`src/rtl/mem_lsu.sv`:
```
// MEM pipeline stage: passes ALU results to WB and runs byte/half/word loads and
// stores over a req/ack data-memory port with big-endian lanes and an ack timeout.
module mem_lsu #(
  parameter int DATA_W      = 32,
  parameter int REG_ADDR_W  = 5,
  parameter int MEM_ADDR_W  = 32,
  parameter int ACK_TIMEOUT = 16
) (
  input  logic                  clk,
  input  logic                  rst,
  input  logic [REG_ADDR_W-1:0] wd_i,
  input  logic                  wreg_i,
  input  logic [DATA_W-1:0]     wdata_i,
  input  logic [3:0]            mem_op_i,
  input  logic [MEM_ADDR_W-1:0] mem_addr_i,
  input  logic [DATA_W-1:0]     mem_sdata_i,
  output logic                  dm_req_o,
  output logic                  dm_we_o,
  output logic [MEM_ADDR_W-1:0] dm_addr_o,
  output logic [3:0]            dm_sel_o,
  output logic [DATA_W-1:0]     dm_wdata_o,
  input  logic [DATA_W-1:0]     dm_rdata_i,
  input  logic                  dm_ack_i,
  output logic [REG_ADDR_W-1:0] wd_o,
  output logic                  wreg_o,
  output logic [DATA_W-1:0]     wdata_o,
  output logic                  stall_req_o,
  output logic                  misalign_o,
  output logic                  bus_err_o,
  output logic [MEM_ADDR_W-1:0] bad_addr_o
);

  localparam int CNT_W = (ACK_TIMEOUT > 2) ? $clog2(ACK_TIMEOUT) : 1;
  localparam logic [CNT_W-1:0] CNT_LAST = CNT_W'(ACK_TIMEOUT - 1);

  localparam logic [3:0] OP_LB  = 4'd1;
  localparam logic [3:0] OP_LBU = 4'd2;
  localparam logic [3:0] OP_LH  = 4'd3;
  localparam logic [3:0] OP_LHU = 4'd4;
  localparam logic [3:0] OP_LW  = 4'd5;
  localparam logic [3:0] OP_SB  = 4'd6;
  localparam logic [3:0] OP_SH  = 4'd7;
  localparam logic [3:0] OP_SW  = 4'd8;

  typedef enum logic {IDLE, ACCESS} state_t;

  state_t                  state_reg, state_next;
  logic [CNT_W-1:0]        cnt_reg, cnt_next;
  logic [REG_ADDR_W-1:0]   wd_reg, wd_next;
  logic                    wreg_reg, wreg_next;
  logic [DATA_W-1:0]       wdata_reg, wdata_next;
  logic                    misalign_reg, misalign_next;
  logic                    bus_err_reg, bus_err_next;
  logic [MEM_ADDR_W-1:0]   bad_addr_reg, bad_addr_next;

  logic                    we_reg;
  logic [MEM_ADDR_W-1:0]   addr_reg;
  logic [3:0]              sel_reg;
  logic [DATA_W-1:0]       sdata_reg;
  logic                    start_access;

  logic is_byte, is_half, is_word, is_store, is_load, is_mem, misaligned;
  logic [3:0]        sel_dec;
  logic [DATA_W-1:0] sdata_dec;
  logic [7:0]        rd_byte [4];
  logic [7:0]        byte_val;
  logic [15:0]       half_val;
  logic [DATA_W-1:0] load_val;

  always_comb begin
    is_byte  = (mem_op_i == OP_LB) || (mem_op_i == OP_LBU) || (mem_op_i == OP_SB);
    is_half  = (mem_op_i == OP_LH) || (mem_op_i == OP_LHU) || (mem_op_i == OP_SH);
    is_word  = (mem_op_i == OP_LW) || (mem_op_i == OP_SW);
    is_store = (mem_op_i == OP_SB) || (mem_op_i == OP_SH) || (mem_op_i == OP_SW);
    is_load  = is_mem && !is_store;
    is_mem   = is_byte || is_half || is_word;
    misaligned = (is_half && mem_addr_i[0]) || (is_word && (mem_addr_i[1:0] != 2'b00));
  end

  // Byte address 0 of a word lives in bits 31:24 (big-endian lane order).
  always_comb begin
    sel_dec   = 4'b1111;
    sdata_dec = mem_sdata_i;
    if (is_byte) begin
      sel_dec   = 4'b1000 >> mem_addr_i[1:0];
      sdata_dec = {4{mem_sdata_i[7:0]}};
    end else if (is_half) begin
      sel_dec   = mem_addr_i[1] ? 4'b0011 : 4'b1100;
      sdata_dec = {2{mem_sdata_i[15:0]}};
    end
  end

  generate
    for (genvar gi = 0; gi < 4; gi++) begin : g_lane
      assign rd_byte[gi] = dm_rdata_i[DATA_W-1-8*gi -: 8];
    end
  endgenerate

  always_comb begin
    byte_val = rd_byte[mem_addr_i[1:0]];
    half_val = mem_addr_i[1] ? dm_rdata_i[15:0] : dm_rdata_i[31:16];
    case (mem_op_i)
      OP_LB:   load_val = {{24{byte_val[7]}}, byte_val};
      OP_LBU:  load_val = {24'd0, byte_val};
      OP_LH:   load_val = {{16{half_val[15]}}, half_val};
      OP_LHU:  load_val = {16'd0, half_val};
      default: load_val = dm_rdata_i;
    endcase
  end

  always_comb begin
    state_next    = state_reg;
    cnt_next      = cnt_reg;
    wd_next       = '0;
    wreg_next     = 1'b0;
    wdata_next    = '0;
    misalign_next = 1'b0;
    bus_err_next  = 1'b0;
    bad_addr_next = bad_addr_reg;
    stall_req_o   = 1'b0;
    start_access  = 1'b0;
    case (state_reg)
      IDLE: begin
        if (!is_mem) begin
          wd_next    = wd_i;
          wreg_next  = wreg_i;
          wdata_next = wdata_i;
        end else if (misaligned) begin
          misalign_next = 1'b1;
          bad_addr_next = mem_addr_i;
        end else begin
          stall_req_o  = 1'b1;
          start_access = 1'b1;
          state_next   = ACCESS;
          cnt_next     = '0;
        end
      end
      ACCESS: begin
        // An ack arriving in the timeout cycle still completes normally.
        if (dm_ack_i) begin
          state_next = IDLE;
          cnt_next   = '0;
          if (is_load) begin
            wd_next    = wd_i;
            wreg_next  = wreg_i;
            wdata_next = load_val;
          end
        end else if (cnt_reg == CNT_LAST) begin
          state_next    = IDLE;
          cnt_next      = '0;
          bus_err_next  = 1'b1;
          bad_addr_next = mem_addr_i;
        end else begin
          stall_req_o = 1'b1;
          cnt_next    = cnt_reg + 1'b1;
        end
      end
      default: state_next = IDLE;
    endcase
  end

  always_ff @(posedge clk) begin
    if (rst) begin
      state_reg    <= IDLE;
      cnt_reg      <= '0;
      wd_reg       <= '0;
      wreg_reg     <= 1'b0;
      wdata_reg    <= '0;
      misalign_reg <= 1'b0;
      bus_err_reg  <= 1'b0;
      bad_addr_reg <= '0;
      we_reg       <= 1'b0;
      addr_reg     <= '0;
      sel_reg      <= '0;
      sdata_reg    <= '0;
    end else begin
      state_reg    <= state_next;
      cnt_reg      <= cnt_next;
      wd_reg       <= wd_next;
      wreg_reg     <= wreg_next;
      wdata_reg    <= wdata_next;
      misalign_reg <= misalign_next;
      bus_err_reg  <= bus_err_next;
      bad_addr_reg <= bad_addr_next;
      // Request fields are captured once so the bus sees them frozen during ACCESS.
      if (start_access) begin
        we_reg    <= is_store;
        addr_reg  <= {mem_addr_i[MEM_ADDR_W-1:2], 2'b00};
        sel_reg   <= sel_dec;
        sdata_reg <= sdata_dec;
      end
    end
  end

  always_comb begin
    dm_req_o   = (state_reg == ACCESS);
    dm_we_o    = dm_req_o & we_reg;
    dm_addr_o  = dm_req_o ? addr_reg  : '0;
    dm_sel_o   = dm_req_o ? sel_reg   : 4'b0000;
    dm_wdata_o = dm_req_o ? sdata_reg : '0;
  end

  assign wd_o       = wd_reg;
  assign wreg_o     = wreg_reg;
  assign wdata_o    = wdata_reg;
  assign misalign_o = misalign_reg;
  assign bus_err_o  = bus_err_reg;
  assign bad_addr_o = bad_addr_reg;

endmodule

```
`config.mk`:
```
export PLATFORM = sky130hd
export DESIGN_NAME = mem_lsu
export DESIGN_NICKNAME = d
export VERILOG_FILES = /design/src/rtl/mem_lsu.sv
export SDC_FILE = /design/constraint.sdc
export NUM_CORES = 1
export LEC_CHECK = 0
export CAP_MARGIN = 25
export CORE_UTILIZATION = 40
export CTS_CLUSTER_SIZE = 28
export DETAILED_ROUTE_END_ITERATION = 6
export DONT_BUFFER_PORTS = 1
export HOLD_SLACK_MARGIN = 0.02
export PLACE_DENSITY = 0.52
export SYNTH_ARGS = -nofsm -noshare
export SYNTH_HDL_FRONTEND = slang
export SYNTH_SLANG_ARGS = --single-unit
```
`constraint.sdc`:
```
create_clock -name clk -period 3.4 [get_ports clk]
set_clock_uncertainty 0.2 [all_clocks]
set_input_delay 0.34 -clock clk [delete_from_list [all_inputs] [get_ports clk]]
set_output_delay 0.34 -clock clk [all_outputs]
set_load 0.02 [all_outputs]
```
==> metrics.txt, run 1 <==
outcome=finished clean; Max VDD drop=~370 µV; cells on worst reg2reg path=6; Die ar.=0.0176 mm²; Final Hold Viols=0; DRC viols=0; CORE AREA=roughly 0.017 mm²; vias in the first global route=6060; Detail Placement HPWL=roughly 13000 µm; Max stage delay on crit path=0.67 ns; clock buffer depth=2; fin nets=1029; total setup buffers inserted after CTS=0; Post-Syn Area per Cell=8.66 µm²; Power Density=508 mW/mm²; CP max-delay cell=dfxtp_2; Port Buffers=0; Worst EP required=3.57 ns; layout cells sized above 1=0.0822; register-to-register setup slack=0.33 ns; crit share post-route=0.903; asr flop ratio synth=0; Hold Crit Start=mem_sdata_i[3]; FF-to-FF End=wdata_o[12]; I/O pin total=284; crit path DAT=about 3.2 ns; ant diodes=0; crit path buf inv count=1; WHS Path Cells=3; routed len/inst=between 15 and 20 µm; clock transition at the registers of the reported paths=about 0.060 ns; max frequency=326 MHz; RSZ-0062 raised after global routing=false; Seq/Total Area, Yosys=0.422; Slew Limit Fails=0; first-pass GRT wire length=roughly 32000 µm; num rows=47; Hold Path End=sdata_reg[27]; placed cell count=956; Fillers=between 1500 and 2000; clk_lat worst skew=approximately 0.41 ns; cell leakage power=between 3 and 4 nW; Post-Syn Area=0.00684 mm²; vias=5898; setup violators final=0; Yosys warning count=0; Die Ht=133 µm; worst min-delay path class=in -> reg; gr usage total=0.231; CP endpoint kind=flop; Critical Path Start Type=flop; CP top delay family=compound AO/OA/AOI/OAI gates; Post-synth EDFFs=0; Vias/cell=5.27; initial core utilization=0.411; Die Wd=between 100 and 150 µm; Sink Count=144; top post-synthesis cells by area=dfxtp_1, mux2i_1, and2_1; root buf cell=clkbuf_16; Cell Chain, Critical Path=nand2_1 > or3_1 > a211oi_2 > o21ai_0 > o21ai_1 > dlygate4sd3_1; ANT nets after route=0; Pre-antenna DRT Iters=5; global route total overflow=0; CTS tree=built; Max-slew headroom=0.333; utilization after layout=0.530; TNS Setup=0 ns; Cell variety after synth=60; number of H-tree levels=4; initial antenna violation count=1; top cell type's share of synthesized area=0.422; crit path max fanout=28; Least-Margin Pin Slew=1.00 ns; max_cap viols=0; synth-to-layout area growth=29.1%; critical path class=reg -> reg; GP Congestion=0.839; Post-Synthesis Cells=789; Routed WL=20200 µm; number of synthesized register bits=144; post-layout min period=3.07 ns; drt initial violations=361; pin count of the biggest net entering global routing=approximately 130; Yosys top cell by area=dfxtp_1; Worst R2R Start=dm_req_o; fin cells=1120; cts bufs inserted=17; ys flop type=dfxtp_1
-- worst min-delay path, stage by stage --
cell,delay [ns]
nor2_1,0.02
a21oi_1,0.13
a22o_1,0.14
-- area by class of cell --
type	count	area, µm²	share of cell area
Tap cell	220	275	0.0312
Clock inverter	11	128	0.0145
Timing Repair Buffer	141	1430	0.162
Clock buffer	21	480	0.0544
Inverter	4	15.0	0.00170
Sequential cell	144	2880	0.327
Multi-Input combinational cell	579	3610	0.409
-- worst max path at each step --
stage / from / endpoint / slack [ns] / cells after the start
after floorplan: mem_op_i[3] / stall_req_o / 1.19 / 7
after global placement: mem_op_i[0] / stall_req_o / 0.73 / 5
after detailed placement: mem_op_i[0] / stall_req_o / 0.69 / 5
after CTS: dm_req_o / wdata_o[26] / 0.16 / 5
after global routing: dm_req_o / wdata_o[9] / 0.11 / 6
final: dm_req_o / wdata_o[12] / 0.33 / 6
-- per-layer routing --
layer,GRT usage,part of all wire,vias up
met4,0.0939,0.024,0
met1,0.273,0.41,2735
met3,0.0663,0.076,38
met2,0.394,0.49,245
met5,0,0,-
li1,-,-,2880
-- stage by stage --
step                      hold slack (ns)  worst slack [ns]  total power, W  area, µm²
after floorplan                     0.227              1.19         0.00240       6840
after global placement              0.223             0.725         0.00244       6880
after detailed placement            0.221             0.689         0.00246       6880
after CTS                          0.0281             0.161         0.00452       8820
after global routing               0.0451             0.114         0.00467       8830
final                              0.0353             0.329         0.00448       8830
-- cell usage after synthesis, types with 3 or more instances --
master / number
o21ai_1: 9
mux2i_1: 57
mux2_2: 9
buf_2: 12
a211oi_1: 12
o21ai_0: 28
a22oi_1: 8
inv_1: 4
a221o_1: 7
and2b_1: 4
nor2_1: 59
nor3_1: 7
a211oi_2: 6
a22o_1: 9
clkbuf_1: 29
o221ai_1: 4
nand2b_1: 66
dfxtp_1: 144
buf_4: 12
buf_6: 8
nand3_1: 3
o31ai_1: 3
and2_1: 74
nand2_1: 108
a21oi_1: 66
-- power by group --
group          total [W]  leakage, nW  internal (W)  switching (W)
sequential       0.00193         1.18       0.00181       0.000124
clock            0.00190        0.292       0.00116       0.000739
combinational   0.000651         2.12      0.000304       0.000347
total            0.00448         3.59       0.00327        0.00121
-- placed cells by master (no fill, tap or decap), types with 8 or more instances in the layout --
cell type      Yosys  final
nand2b_1          66     66
mux2_2             9      9
and2_1            74     74
a22oi_1            8      8
nor2_1            59     59
a211oi_1          12     12
nand2_1          108    108
clkbuf_16          0     17
a21oi_1           66     66
o21ai_1            9      9
a22o_1             9      9
dfxtp_1          144    143
mux2i_1           57     57
o21ai_0           28     28
dlygate4sd3_1      0    131
-- repair_timing --
item	4_1_cts	5_1_grt
gates resized for setup	0	1
endpoints found under the hold margin	138	0
hold buffers	132	0
endpoints found under the setup margin	0	6
-- cell families (layout without fill, tap and decap cells) --
group / after synthesis / in the layout / share of synthesized area
compound gates: 171 / 171 / 0.168
xor+xnor: 2 / 2 / 0.00256
fa+ha+maj: 1 / 1 / 0.00183
buf+inv: 67 / 177 / 0.0545
flops: 144 / 144 / 0.422
mux: 66 / 66 / 0.0983
other cells: 1 / 2 / 0.000549
simple gates: 337 / 337 / 0.253
(Power assumes the default switching activity.)
==> run 2: changes to the inputs <==
- CORE_MARGIN: unset -> 2
==> metrics.txt, run 2 (synthesis results as in run 1) <==
CTS tree=built; critical path class=reg -> reg; I/O pin total=284 (unchanged); Hold Crit Start=mem_sdata_i[6]; Power Density=510 mW/mm² (+0.30%); CORE AREA=0.0166 mm² (unchanged); crit share post-route=0.896 (-0.00721); clk_lat worst skew=0.41 ns (about the same); WHS Path Cells=3 (unchanged); crit path DAT=3.20 ns (-0.04 ns); cts bufs inserted=17 (unchanged); Critical Path Start Type=flop; drt initial violations=271 (-25%); Die Ht=135 µm (+1.5%); Least-Margin Pin Slew=0.983 ns (-0.0168 ns); ANT nets after route=0 (unchanged); synth-to-layout area growth=28.4%; fin nets=1025 (-0.39%); register-to-register setup slack=0.35 ns (+0.02 ns); Max VDD drop=331 µV (-9.6%); commonest cells after routing, fill and taps aside=dfxtp_1, dlygate4sd3_1, nand2_1; cells on worst reg2reg path=6 (unchanged); number of H-tree levels=4 (unchanged); post-route setup slack=0.353 ns (+0.0245 ns); vias in the first global route=6075 (+0.25%); Slew Limit Fails=0 (unchanged); ant diodes=0 (unchanged); gr usage total=0.225 (-0.00593); worst min-delay path class=in -> reg; max_cap viols=0 (unchanged); Pre-antenna DRT Iters=5 (unchanged); post-layout min period=3.05 ns (-0.0245 ns); RSZ-0062 raised after global routing=false; Die ar.=0.0181 mm² (+3.0%); Sw Share=0.263 (-0.00639); P_sw=0.00118 W (-2.6%); Detail Placement HPWL=13400 µm (+4.6%); Max-slew headroom=0.344 (+0.0112); first-pass GRT wire length=32400 µm (+1.0%); Final Hold Viols=0 (unchanged); routed len/inst=18.5 µm (+2.7%); GP Congestion=0.866 (+3.2%); Worst R2R Start=dm_req_o; outcome=finished clean; crit path max fanout=18 (-36%); Worst Hold Slack=0.0455 ns (+0.0102 ns); initial antenna violation count=0 (-1); Routed WL=20600 µm (+2.3%); pin count of the biggest net entering global routing=132 (unchanged); layout cells sized above 1=0.0792 (-0.00298); Die Wd=135 µm (+1.5%); Comb power frac=0.145 (about the same); initial core utilization=0.411 (unchanged); sequential share of power=0.432 (about the same); DRC viols=0 (unchanged); Port Buffers=0 (unchanged); root buf cell=clkbuf_16; global route total overflow=0 (unchanged); leading cell type in the layout, fill and taps excluded=dfxtp_1; setup violators final=0 (unchanged); TNS Setup=0 ns (unchanged); FF-to-FF End=wdata_o[11]; Pint=0.00330 W (+0.63%); cell leakage power=3.58 nW (-0.38%); Worst EP required=3.56 ns (about the same); CP endpoint kind=flop; vias=5969 (+1.2%); clock buffer depth=2 (unchanged); Sink Count=144 (unchanged); max frequency=328 MHz (+0.80%); Vias/cell=5.35 (+1.6%); dpl ws=0.692 ns (+0.00322 ns); Hold Path End=sdata_reg[30]; Clk pwr share=0.423 (about the same); clock transition at the registers of the reported paths=0.06 ns (about the same); num rows=47 (unchanged)
run 2: worst max path at each step:
stage / startpoint / endpoint / slack [ns]
after floorplan: mem_op_i[3] / stall_req_o / 1.19
after global placement: mem_op_i[0] / sdata_reg[28] / 0.79
after detailed placement: mem_op_i[0] / sdata_reg[30] / 0.69
after CTS: dm_req_o / wdata_o[25] / 0.30
after global routing: dm_req_o / wdata_o[9] / 0.20
final: dm_req_o / wdata_o[11] / 0.35
run 2: stage by stage:
step,instance area (µm²),power (W),util,instances
finish,8780,0.00447,0.528,1116
global route,8780,0.00468,0.528,1116
CTS,8770,0.00451,0.527,1116
detailed placement,6870,0.00246,0.413,955
global placement,6870,0.00244,0.413,955
floorplan,6840,0.00240,-,790
run 2: cell type report:
| type | instances | area, µm² |
|---|---|---|
| well taps | 220 | 275 |
| fillers | 1556 | 7860 |
| multi-input cells | 579 | 3610 |
| clock inverters | 11 | 138 |
| flip-flops and latches | 144 | 2880 |
| repair buffers | 137 | 1390 |
| inverters | 4 | 15.0 |
| clock buffers | 21 | 460 |
run 2: critical path: stages (launching register included):
cell and delay, ns:
dfxtp_2 0.65, nand2_1 0.19, or3_1 0.41, a211oi_2 0.58
o21ai_0 0.23, o21ai_1 0.17, dlygate4sd3_1 0.57
run 2: metal layers:
layer	vias to the layer above	GRT usage	wire length (µm)
li1	2882	-	-
met1	2829	0.269	8540
met2	226	0.381	10100
met3	32	0.0698	1560
met4	0	0.0836	375
met5	-	0	0
run 2: power by group through the flow:
stage | logic, W | clock network [W] | registers, W
2_1_floorplan | 0.000454 | 0 | 0.00194
3_3_place_gp | 0.000470 | 0 | 0.00197
3_5_place_dp | 0.000487 | 0 | 0.00197
4_1_cts | 0.000644 | 0.00193 | 0.00194
5_1_grt | 0.000713 | 0.00202 | 0.00195
6_report | 0.000647 | 0.00189 | 0.00193
run 2: timing repair:
item	in CTS	in global routing
endpoints found under the hold margin	137	0
setup buffers	0	0
endpoints found under the setup margin	0	1
resized for setup	0	1
hold buffers	129	0
